### src/rtl/mux_select_sequencer.sv
// Select-line sequencer for a downstream 4x1 mux: round-robin auto scan with dwell, or manual select.
// Optional feature: define MUX_SEQ_SKIP_EN to honour ch_mask; otherwise all four channels are always scanned.
module mux_select_sequencer #(
  parameter int unsigned DWELL_W = 8
) (
  input  logic               clk,
  input  logic               rst,
  input  logic               start,
  input  logic               stop,
  input  logic               mode,
  input  logic [1:0]         man_sel,
  input  logic [3:0]         ch_mask,
  input  logic [DWELL_W-1:0] dwell,
  output logic               S1,
  output logic               S0,
  output logic               sel_valid,
  output logic               busy,
  output logic               ch_change,
  output logic               scan_done
);

  typedef enum logic [1:0] {IDLE, SCAN, MANUAL} state_t;

  state_t             state, state_nx;
  logic [1:0]         sel, sel_nx;
  logic [DWELL_W-1:0] cnt, cnt_nx;
  logic               valid_nx, busy_nx, chg_nx, done_nx;
  logic [3:0]         eff_mask;
  logic [1:0]         lowest, next_up;

`ifdef MUX_SEQ_SKIP_EN
  assign eff_mask = ch_mask;
`else
  logic unused_mask;
  assign eff_mask    = '1;
  assign unused_mask = ^ch_mask;
`endif

  assign S1 = sel[1];
  assign S0 = sel[0];

  // Search downward so the lowest index / smallest forward offset wins.
  // Offset 4 wraps back to the current channel, covering the single-channel case.
  always_comb begin
    logic [1:0] cand;
    lowest  = '0;
    next_up = sel;
    cand    = '0;
    for (int unsigned i = 4; i > 0; i--) begin
      if (eff_mask[i-1]) lowest = 2'(i - 1);
    end
    for (int unsigned k = 4; k > 0; k--) begin
      cand = sel + 2'(k);
      if (eff_mask[cand]) next_up = cand;
    end
  end

  always_comb begin
    state_nx = state;
    sel_nx   = sel;
    cnt_nx   = cnt;
    valid_nx = sel_valid;
    busy_nx  = busy;
    chg_nx   = 1'b0;
    done_nx  = 1'b0;
    case (state)
      IDLE: begin
        sel_nx   = '0;
        cnt_nx   = '0;
        valid_nx = 1'b0;
        busy_nx  = 1'b0;
        if (start && !stop) begin
          if (mode) begin
            state_nx = MANUAL;
            sel_nx   = man_sel;
            valid_nx = 1'b1;
            busy_nx  = 1'b1;
            chg_nx   = 1'b1;
          end else if (|eff_mask) begin
            state_nx = SCAN;
            sel_nx   = lowest;
            valid_nx = 1'b1;
            busy_nx  = 1'b1;
            chg_nx   = 1'b1;
          end
        end
      end
      SCAN: begin
        if (stop || eff_mask == '0) begin
          state_nx = IDLE;
          sel_nx   = '0;
          cnt_nx   = '0;
          valid_nx = 1'b0;
          busy_nx  = 1'b0;
        end else if (cnt == dwell) begin
          sel_nx  = next_up;
          cnt_nx  = '0;
          chg_nx  = (next_up != sel);
          done_nx = (next_up <= sel);
        end else begin
          cnt_nx = cnt + DWELL_W'(1);
        end
      end
      MANUAL: begin
        if (stop) begin
          state_nx = IDLE;
          sel_nx   = '0;
          cnt_nx   = '0;
          valid_nx = 1'b0;
          busy_nx  = 1'b0;
        end else begin
          sel_nx = man_sel;
          chg_nx = (man_sel != sel);
        end
      end
      default: begin
        state_nx = IDLE;
        sel_nx   = '0;
        cnt_nx   = '0;
        valid_nx = 1'b0;
        busy_nx  = 1'b0;
      end
    endcase
  end

  always_ff @(posedge clk) begin
    if (rst) begin
      state     <= IDLE;
      sel       <= '0;
      cnt       <= '0;
      sel_valid <= 1'b0;
      busy      <= 1'b0;
      ch_change <= 1'b0;
      scan_done <= 1'b0;
    end else begin
      state     <= state_nx;
      sel       <= sel_nx;
      cnt       <= cnt_nx;
      sel_valid <= valid_nx;
      busy      <= busy_nx;
      ch_change <= chg_nx;
      scan_done <= done_nx;
    end
  end

endmodule

### config.mk
export PLATFORM = sky130hd
export DESIGN_NAME = mux_select_sequencer
export DESIGN_NICKNAME = d
export VERILOG_FILES = /design/src/rtl/mux_select_sequencer.sv
export SDC_FILE = /design/constraint.sdc
export NUM_CORES = 1
export LEC_CHECK = 0
export ABC_AREA = 1
export CORE_AREA = 2 2 51 53
export DETAILED_ROUTE_END_ITERATION = 10
export DIE_AREA = 0 0 53 55
export PLACE_DENSITY = 0.83
export SYNTH_ARGS = -nofsm -noshare
export SYNTH_HDL_FRONTEND = slang
export SYNTH_SLANG_ARGS = --single-unit
### constraint.sdc
create_clock -name clk -period 1.3 [get_ports clk]
set_input_delay 0.26 -clock clk [delete_from_list [all_inputs] [get_ports clk]]
set_output_delay 0.26 -clock clk [all_outputs]
set_load 0.01 [all_outputs]
# ---- Word level (Yosys, flattened, before mapping)
# Index checks and enable logic that the tools add are counted.
dict set report op_classes {
  n_addsub 4
  magnitude_cmp 4
  eq_ne 9
  muxes 30
  bitwise_logic 2
  reduce_logical 6
}
# cell n
set op_table {}
lappend op_table {{two-way mux 8 bit} 3}
lappend op_table {{two-way mux 2 bit} 11}
lappend op_table {{one-hot mux 8 bit (2 select lines)} 1}
lappend op_table {{< comparator 2 x 3 -> 1 bit (second input constant)} 3}
lappend op_table {{adder 8 x 1 -> 8 bit (second input constant)} 1}
lappend op_table {{== test 8 bit} 1}
lappend op_table {{two-way mux 1 bit} 8}
lappend op_table {{binary-select mux 1 bit (select 2 bit)} 3}
lappend op_table {{one-hot mux 2 bit (3 select lines)} 1}
lappend op_table {{adder 2 bit (second input constant)} 2}
lappend op_table {{!= test 2 bit} 2}
lappend op_table {{!= test 2 bit (second input constant)} 2}
lappend op_table {{one-hot mux 2 bit (2 select lines)} 1}
lappend op_table {{OR reduction 4 bit} 1}
lappend op_table {{!= test 3 bit (second input constant)} 1}
lappend op_table {{one-hot mux 1 bit (3 select lines)} 1}
lappend op_table {{adder 2 x 1 -> 2 bit (second input constant)} 1}
lappend op_table {{== test 2 x 1 -> 1 bit (second input constant)} 1}
lappend op_table {{== test 2 bit (second input constant)} 1}
lappend op_table {{less-or-equal comparator 2 bit} 1}
lappend op_table {{zero test 2 bit} 1}
lappend op_table {{!= test 2 x 1 -> 1 bit (second input constant)} 1}
lappend op_table {{NOT 1 bit} 2}
lappend op_table {{one-hot mux 1 bit (2 select lines)} 1}
lappend op_table {{4 further kinds} 4}
dict set report word_totals {
  regBits 15
  out_inout_bits 6
}

# ---- Longest topological paths before layout
dict set report logic_depth {
  depth_word 10
  ltp_mapped 11
  mapped_depth_nobuf 11
}

# ---- Worst setup path after synthesis
# Ideal clock, no wire load.
dict set report synth_timing {
  path_kind {register to register}
  from {reg state[0]}
  to {reg cnt[5]}
  setup_ns 0.116
  arrival_time_ns 1.316
  slack_ns -0.132
  path_stages_with_launch 10
  path_cell_list {dfxtp_1 > inv_1 > ha_1 > inv_1 > nor2_1 > nor3_2 > nand2_2 > nor2_4 > xor2_1 > nor2_1}
}
dict set report synth_via {
  elab_chain_cells 2
  elab_cells_between_ends 4
  cone_classes {eq/ne: 3; mux: 1}
}
# element line_no
set synth_lines {}
lappend synth_lines {{start, declared} 24} ;# state_t state, state_nx;
lappend synth_lines {{start signal, assigned} 136} ;# state <= state_nx;
lappend synth_lines {{== test 2 bit or == test 2 x 1 -> 1 bit (tied branches)} 66} ;# case (state)
lappend synth_lines {{one-hot mux 8 bit (2 select lines) or != test 2 bit (tied branches)} --}
lappend synth_lines {{end signal, assigned} 138} ;# cnt <= cnt_nx;
lappend synth_lines {{end, declared} 26} ;# logic [DWELL_W-1:0] cnt, cnt_nx;
# Parallel ways exist; a longest one is shown, timed or not.
# A chain may end at the register's enable or synchronous reset.

# ---- Worst setup path in the final report
dict set report layout_timing {
  from {reg state[1]}
  to {reg sel[1]}
}
dict set report layout_via {
  elab_chain_cells 2
  elab_cells_between_ends 5
  cone_classes {eq/ne: 3; mux: 1; reduce/logical: 1}
}
# element line_no
set layout_lines {}
lappend layout_lines {{== test 2 bit (tied with other cells)} 66}
lappend layout_lines {{one-hot mux 2 bit (3 select lines) or != test 3 bit (tied branches)} --}
lappend layout_lines {{end signal, assigned} 137} ;# sel <= sel_nx;
lappend layout_lines {{end, declared} 25} ;# logic [1:0] sel, sel_nx;
# Parallel ways exist; a longest one is shown, timed or not.

==> results_dict.tcl <==
set metrics [dict create \
    synth_common_cells "nand2_1, inv_1, dfxtp_1" \
    drc_errors 0 \
    antenna_found_initial 0 \
    synthFlopType "dfxtp_1" \
    placed_area_mm2 0.00135 \
    wl_per_cell_um 12.3 \
    p_int_uw 707 \
    start_util 0.402 \
    dr.pass1.iters 4 \
    leakage_nw 0.761 \
    hold_depth 2 \
    root_buffer "clkbuf_4" \
    finClkSkew_ps 7.39 \
    ir_drop_uv 519 \
    synthMostInstantiatedCell "nand2_1" \
    power.density_mw_per_mm2 629 \
    layout.nets 213 \
    reg2reg_from "state[1]" \
    drv_cap 0 \
    total_power_uw 980 \
    cts_buffers 3 \
    pwr-share-seq 0.488 \
    reg2reg_depth 11 \
    yosysWarnings 0 \
    worst_slack_ps -83.4 \
    overflow 0 \
    failed_checks "negative setup slack" \
    r2r-end "sel[1]" \
    clkPwrFrac 0.274 \
    hold_class "reg -> reg" \
    yosysTopAreaCell "dfxtp_1" \
    synth-seq-cells 15 \
    worst_slew_pin_slew_ps 367 \
    syn-cell-area_um2 951 \
    finalCriticalPeriod_ps 1380 \
    slew_headroom 0.753 \
    critPathMaxFanout 4 \
    io_pins 25 \
    setup_viol 3 \
    worst_path_max_delay_cell "dfxtp_2" \
    cp-endpoint "sel[1]" \
    cts_sinks 15 \
    finalHoldViolations 0 \
    crit_arrival_ps 1600 \
    clk_latency_ps 280 \
    vias 1084 \
    fin_area_mm2 0.00156 \
    startpoint "state[1]" \
    drt-total-wl_um 2670 \
    place_congestion 0.879 \
    syn_inst 140 \
    crit_cells 11 \
    dieArea_mm2 0.00292 \
    status "complete, but fails checks" \
    synth.distinct_cells 19 \
    grt_pass1_vias 1081 \
    grt_max_degree 9 \
    area_growth_pct 63.9 \
    p_comb_frac 0.238 \
    crit_family "flip-flops" \
    drv_slew 0 \
    synth_top_area_frac 0.316 \
    ant_nets 0 \
    die_x_um 53 \
    numPortBuffers 20 \
    netSwitchingFraction 0.279 \
    end_kind "flop" \
    worstHoldStart "sel[1]" \
    die_h_um 55 \
    rows 18 \
    grt_use_total 0.200 \
    h-tree-depth 1 \
    start_kind "flop" \
    cts_tree "built" \
    core_area_mm2 0.00236 \
    dp_hpwl_um 1830 \
    crit_path_frequent_cell "nand2_1" \
    slowest_delay_ps 350 \
    yosysSeqAreaShare 0.316 \
    switchingPower_uw 273 \
    diodes 0 \
    path_clk_slew_ps 90 \
    rsz0062_at_grt "true" \
    synth_edf_count 0 \
    path_buf_inv 4 \
    path_cells "buf_6, inv_4, ha_4, nand2_2, inv_2, nand2_1, nand2_1, inv_1, a21oi_2, nand2_1, a21oi_1" \
    crit_required_ps 1510 \
    cts_buffer_depth 2 \
    async_flop_share 0 \
    worstSetupPathType "reg -> reg" \
    fin_crit_sh 1.06 \
    hold_buffers 0 \
    postSynthAreaPerCell_um2 6.79 \
    grt_pass1_wl_um 4320 \
    synth_area_leaders "dfxtp_1, nand2_1, ha_1" \
    syn-num-nets 165 \
    drt_iter0_markers 16 \
    timing.fmax_mhz 723 \
    reg2reg_slack_ps -80 \
    drt-vias-per-instance 5.00 \
    fillers 205 \
    drive_gt1_frac 0.380 \
]
-- layout by cell type (no fill, tap or decap), types with 4 or more instances in the layout --
cell type and n:
xor2_1 6, inv_2 6, clkdlybuf4s50_1 5, nor2_2 4, dlygate4sd2_1 7, dlymetal6s2s_1 8, nor2_1 9, a21oi_2 4
dfxtp_2 7, buf_4 21, dfxtp_1 8, nand4_1 4, nand3_1 4, inv_1 13, nand2_2 5, nand2_1 38
-- worst reg2reg max path, cell delays in order (launching register included) --
cell     delay, ps
dfxtp_2        350
buf_6          130
inv_4           60
ha_4           120
nand2_2         60
inv_2           90
nand2_1         80
nand2_1         80
inv_1           50
a21oi_2        120
nand2_1         70
a21oi_1        110
-- layout make-up --
type,count,area (um2),share of cell area
sequential,15,309,0.198
clock buffer,4,26.3,0.0169
tap,30,37.5,0.0241
inverter,22,88.8,0.0570
timing repair buffer,44,403,0.258
multi-input combinational,102,694,0.445
-- sequential cells by signal (all words and copies together) (netlist names) --
| register | count |
|---|---|
| scan_done | 1 |
| busy | 1 |
| state | 2 |
| ch_change | 1 |
| cnt | 8 |
| sel | 2 |
-- repair_timing --
action | in CTS | in global routing
buffers inserted | 2 | 3
gates cloned | 0 | 0
resized for setup | 28 | 27
pin swaps | 15 | 18
endpoints found under the setup margin | 19 | 14
-- cell families (layout without fill, tap and decap cells) --
kind of cell | Yosys count | after routing | synth area share
AO/OA/AOI/OAI | 12 | 12 | 0.0645
XOR/XNOR | 11 | 11 | 0.101
adder cells (fa/ha/maj) | 6 | 6 | 0.0789
buffers and inverters | 23 | 70 | 0.0947
flip-flops | 15 | 15 | 0.316
AND/OR/NAND/NOR | 73 | 73 | 0.345
-- per-stage QoR --
step | TNS [ps] | std cells | hold WS [ps] | util | setup slack (ps)
after floorplan | -105 | 140 | 322 | - | -58.8
after global placement | -3820 | 209 | 528 | 0.570 | -350
after detailed placement | -4550 | 209 | 538 | 0.570 | -402
after CTS | -52.4 | 215 | 523 | 0.613 | -21.8
after global routing | -797 | 217 | 538 | 0.659 | -156
final | -110 | 217 | 523 | 0.659 | -83.4
-- worst min path at each step --
stage,end,slack (ps)
6_report,sel[1],520
3_3_place_gp,sel[1],530
4_1_cts,sel[1],520
3_5_place_dp,sel[1],540
5_1_grt,sel[1],540
2_1_floorplan,state[0],320
-- metal layers --
metal	global-route usage	up-vias	routed length (um)
met1	0.202	507	970
li1	-	528	-
met2	0.404	41	1510
met5	0	-	0
met4	0.0684	0	55
met3	0.0430	8	133
-- power groups by stage --
stage / Combinational, mW / Sequential (mW) / Clock (mW)
floorplan: 0.0807 / 0.491 / 0
global placement: 0.184 / 0.487 / 0
detailed placement: 0.192 / 0.488 / 0
CTS: 0.207 / 0.478 / 0.276
global route: 0.255 / 0.479 / 0.296
finish: 0.233 / 0.478 / 0.269
Note: power is estimated with default switching activity, not from simulation.
